<file path="src/rtl/pipe_stage_buf.sv">
// pipe_stage_buf
//
// Generic pipeline stage register placed between two adjacent CPU stages.
// It carries an arbitrary-width stage bundle with a valid/ready handshake.
// A 2-entry buffer (main + skid) lets in_ready come straight from the state
// register, so there is no combinational path from out_ready to in_ready.
// Flush empties the stage and presents RESET_VAL (a NOP) downstream.
//
// Optional feature: define PIPE_STAGE_PERF_EN to build the stall/bubble
// performance counters. Without it both counter ports are tied to zero.
//
// Parameters:
//   DATA_W    bundle width in bits
//   RESET_VAL bundle presented on out_data whenever nothing valid is held
//   CNT_W     performance counter width
//
// Ports:
//   clk        in   rising-edge clock
//   reset      in   synchronous, active-low clear
//   flush      in   synchronous discard of all held entries
//   in_valid   in   upstream has a bundle
//   in_ready   out  stage can accept (registered)
//   in_data    in   upstream bundle
//   out_valid  out  out_data holds a valid bundle (registered)
//   out_ready  in   downstream accepts
//   out_data   out  bundle to downstream (registered)
//   stall_cnt  out  saturating count of out_valid & ~out_ready cycles
//   bubble_cnt out  saturating count of ~out_valid & out_ready cycles
module pipe_stage_buf #(
  parameter int                 DATA_W    = 128,
  parameter logic [DATA_W-1:0]  RESET_VAL = '0,
  parameter int                 CNT_W     = 16
) (
  input  logic              clk,
  input  logic              reset,
  input  logic              flush,
  input  logic              in_valid,
  output logic              in_ready,
  input  logic [DATA_W-1:0] in_data,
  output logic              out_valid,
  input  logic              out_ready,
  output logic [DATA_W-1:0] out_data,
  output logic [CNT_W-1:0]  stall_cnt,
  output logic [CNT_W-1:0]  bubble_cnt
);

  // One-hot so each handshake output is a single state flop.
  typedef enum logic [2:0] {
    EMPTY = 3'b001,
    ONE   = 3'b010,
    FULL  = 3'b100
  } state_t;

  state_t              state_p0;
  state_t              state_nxt;
  logic [DATA_W-1:0]   main_p0;
  logic [DATA_W-1:0]   skid_p0;
  logic                ix;
  logic                ox;

  assign ix = in_valid & in_ready;
  assign ox = out_valid & out_ready;

  // Stage p0: occupancy state register
  always_ff @(posedge clk) begin
    if (!reset) begin
      state_p0 <= EMPTY;
    end else begin
      state_p0 <= state_nxt;
    end
  end

  always_comb begin
    state_nxt = state_p0;
    if (flush) begin
      state_nxt = EMPTY;
    end else begin
      case (state_p0)
        EMPTY: if (ix) state_nxt = ONE;
        ONE: begin
          if (ix && !ox)      state_nxt = FULL;
          else if (!ix && ox) state_nxt = EMPTY;
        end
        FULL:  if (ox) state_nxt = ONE;
        default: state_nxt = EMPTY;
      endcase
    end
  end

  always_comb begin
    out_valid = (state_p0 != EMPTY);
    in_ready  = (state_p0 != FULL);
  end

  // Stage p0: bundle storage. Main always holds the oldest entry, skid the
  // newer one; empty slots are kept at RESET_VAL so out_data reads as a NOP.
  always_ff @(posedge clk) begin
    if (!reset || flush) begin
      main_p0 <= RESET_VAL;
      skid_p0 <= RESET_VAL;
    end else begin
      case (state_p0)
        EMPTY: begin
          if (ix) main_p0 <= in_data;
        end
        ONE: begin
          if (ix && ox) begin
            main_p0 <= in_data;
          end else if (ix) begin
            skid_p0 <= in_data;
          end else if (ox) begin
            main_p0 <= RESET_VAL;
          end
        end
        FULL: begin
          if (ox) begin
            main_p0 <= skid_p0;
            skid_p0 <= RESET_VAL;
          end
        end
        default: begin
          main_p0 <= RESET_VAL;
          skid_p0 <= RESET_VAL;
        end
      endcase
    end
  end

  assign out_data = main_p0;

`ifdef PIPE_STAGE_PERF_EN
  function automatic logic [CNT_W-1:0] sat_inc(input logic [CNT_W-1:0] v);
    if (&v) return v;
    return v + {{(CNT_W-1){1'b0}}, 1'b1};
  endfunction

  logic [CNT_W-1:0] stall_p0;
  logic [CNT_W-1:0] bubble_p0;

  // Stage p0: performance counters; flush does not clear them.
  always_ff @(posedge clk) begin
    if (!reset) begin
      stall_p0  <= '0;
      bubble_p0 <= '0;
    end else begin
      if (out_valid && !out_ready)  stall_p0  <= sat_inc(stall_p0);
      if (!out_valid && out_ready)  bubble_p0 <= sat_inc(bubble_p0);
    end
  end

  assign stall_cnt  = stall_p0;
  assign bubble_cnt = bubble_p0;
`else
  assign stall_cnt  = '0;
  assign bubble_cnt = '0;
`endif

endmodule

</file>
<file path="config.mk">
export PLATFORM = sky130hd
export DESIGN_NAME = pipe_stage_buf
export DESIGN_NICKNAME = d
export VERILOG_FILES = /design/src/rtl/pipe_stage_buf.sv
export SDC_FILE = /design/constraint.sdc
export NUM_CORES = 1
export LEC_CHECK = 0
export CELL_PAD_IN_SITES_DETAIL_PLACEMENT = 0
export CELL_PAD_IN_SITES_GLOBAL_PLACEMENT = 1
export CORE_MARGIN = 2
export CORE_UTILIZATION = 52
export CTS_CLUSTER_DIAMETER = 30
export CTS_CLUSTER_SIZE = 10
export DETAILED_ROUTE_END_ITERATION = 6
export DONT_BUFFER_PORTS = 1
export GPL_TIMING_DRIVEN = 1
export PLACE_DENSITY_LB_ADDON = 0.1
export SLEW_MARGIN = 25
export SYNTH_ARGS = -nofsm -noshare
export SYNTH_HDL_FRONTEND = slang
export SYNTH_SLANG_ARGS = --single-unit
</file>
<file path="constraint.sdc">
create_clock -name clk -period 5.7 [get_ports clk]
set_clock_uncertainty 0.1 [all_clocks]
set_input_delay 0.57 -clock clk [delete_from_list [all_inputs] [get_ports clk]]
set_output_delay 0.57 -clock clk [all_outputs]
set_load 0.1 [all_outputs]
</file>
==> results.toml <==
[power]
power_frac_seq = 0.368
ir_drop_uv = 343
powerDensity_mw_per_mm2 = 428
power_frac_comb = 0.090
internal_power_w = 0.00443
switchingPower_w = 0.00178
power_frac_clock = 0.542
power.share.switching = 0.286
leakage_nw = 5.74

[route]
drc = 0
dr.pass1.iters = 5
wl_um = 36000
wl_per_cell_um = 21.6
drt_iter0_drc = 853
via_count = 10300
via_per_inst = 6.14
drtAntennaViolNets = 0

[grt]
use_met2 = 0.416
gr-total-overflow = 0
met3_usage = 0.0966
antenna_found_initial = 0
grt_max_degree = 129
grt_pass1_wl_um = 56900
busiest_layer = "met2"
grt_pass1_vias = 9965
grt_usage = 0.267
met1_usage = 0.344

[timing]
hold_viol_final = 0
setup_viol_count_final = 0
tightestPinTransition_ns = 1.09
min_period_ns = 3.64
slew-limit-headroom = 0.274
grt_setup_unrepaired = "no"
fin_crit_sh = 0.639
setup_tns_ns = 0
maxSlewViolCount = 0
worst_slack_ns = 2.06
timing.fmax_ghz = 0.275

[cts]
cts_sinks = 259
clockBufferDepth = 3
clkLatencyLatePin_ns = 0.54
cts_buffers = 56
cts_resized = 0
hold_buffers = 1
clkTransAtPathRegs_ns = 0.05
clockRootBuffer = "clkbuf_16"
post_cts_buffers = 0
htreeDepth = 2
cts_tree = "done"

[final_layout]
fillers = 2111
mostFrequentLayoutCells = "nand2_1 (258), dfxtp_1 (258), a21oi_1 (131)"
multiInputGateArea_mm2 = 0.00669
n_antenna_cell = 0
final_nets = 1436
drive_gt1_frac = 0.139
fin_area_mm2 = 0.0145
finish.utilization = 0.597
area_growth_pct = 12.8
seqCellArea_mm2 = 0.00519
fin_cells = 1670

[synth]
async_flop_share = 0
synth_warnings = 0
synth_flop_cell = "dfxtp_1"
yosysSeqAreaShare = 0.403
synth_top_area_share = 0.403
yosysTopAreaCell = "dfxtp_1"
synth-edff-count = 0
syn_avg_cell_area_um2 = 9.31
syn_inst = 1382
ys_types = 39
synth_area_leaders = "dfxtp_1 (40%), mux2i_1 (10%), nand2_1 (7.5%)"
synth-seq-cells = 259
synth_area_mm2 = 0.0129

[min_path]
min_path_type = "input port to flop"

[placement]
pre_cts_ws_ns = 2.09
gp_congestion = 0.794
portBuffers = 0
dp.cells = 1567
placed_area_mm2 = 0.0125
hpwl_um = 20100

[critical_path]
cp_data_arrival_time_ns = 3.98
worstSetupEndpointType = "flop"
cp.required_ns = 6.04
path_max_fanout = 93
path_class = "flop to flop"
startpoint_type = "flop"

[die]
die_w_um = 161
core_mm2 = 0.0243
die_h_um = 161
rows = 57
dieArea_mm2 = 0.0260
ios = 295
start_util = 0.529

[run]
cap_violations = 0

[run_status]
status = "completed"
[cell usage after synthesis, drive strengths merged, types with 2 or more instances]
library cell  count
nor2b             6
inv               2
and2              3
a211oi          127
clkbuf           42
nand2b            4
a22oi           127
nand2           258
a2bb2oi         127
nand3             2
dfxtp           259
buf             147
mux2i           128
nor2              2
a21oi           132
[sequential cells by signal, indices dropped and copies added (netlist names)]
register,cells
out_data,128
skid_p0,128
state_p0,3
[worst paths after layout]
path | start | endpoint | slack, ns | cells after the start
max reg2reg | state_p0[0]$_SDFFE_PP1P_ | out_data[6]$_SDFFE_PP0P_ | 2.06 | 10
max | state_p0[0]$_SDFFE_PP1P_ | out_data[6]$_SDFFE_PP0P_ | 2.06 | 10
min reg2reg | skid_p0[8]$_SDFFE_PP0P_ | skid_p0[8]$_SDFFE_PP0P_ | 0.35 | 2
min | in_data[102] | skid_p0[102]$_SDFFE_PP0P_ | 0.06 | 2
[power by group through the flow]
stage	Clock, W	Sequential (W)	Combinational, W
floorplan	0	0.00229	0.000528
global placement	0	0.00231	0.000556
CTS	0.00340	0.00228	0.000561
global route	0.00351	0.00229	0.000601
finish	0.00337	0.00228	0.000560
detailed placement	0	0.00231	0.000560
[layout make-up]
class                   count  area share
multi-input cells         963       0.461
flip-flops and latches    259       0.357
clock buffers              74       0.110
well taps                 324      0.0279
clock inverters            28      0.0275
repair buffers             20      0.0159
inverters                   2    0.000517
[routing by layer]
| metal | vias to the layer above | wire [µm] | share of wire |
|---|---|---|---|
| met5 | - | 0 | 0 |
| met4 | 0 | 942 | 0.026 |
| met3 | 58 | 3610 | 0.10 |
| met2 | 388 | 16500 | 0.46 |
| met1 | 4914 | 14900 | 0.41 |
| li1 | 4898 | - | - |
[worst max-delay path: stages (launching register included)]
cell	delay (ns)
dfxtp_1	0.50
nor2b_4	0.83
nand2b_1	0.10
buf_4	0.27
and2_1	0.20
ha_1	0.20
nand2b_1	0.07
nand4b_1	0.17
and2_4	0.40
buf_12	0.34
a211oi_1	0.26
[cells by family after synthesis]
logic type	count (synthesis)	synth area share
AO/OA/AOI/OAI	519	0.316
adder cells (fa/ha/maj)	1	0.000972
buffers and inverters	191	0.0906
flip-flops	259	0.403
multiplexers	128	0.0995
other	1	0.000291
AND/OR/NAND/NOR	283	0.0894
[through the flow]
| step | total power, W | hold slack (ns) |
|---|---|---|
| floorplan | 0.00282 | 0.338 |
| global placement | 0.00287 | 0.344 |
| detailed placement | 0.00287 | 0.351 |
| CTS | 0.00625 | 0.0391 |
| global route | 0.00640 | 0.0403 |
| finish | 0.00621 | 0.0554 |
Power figures use the tool's default switching activity.
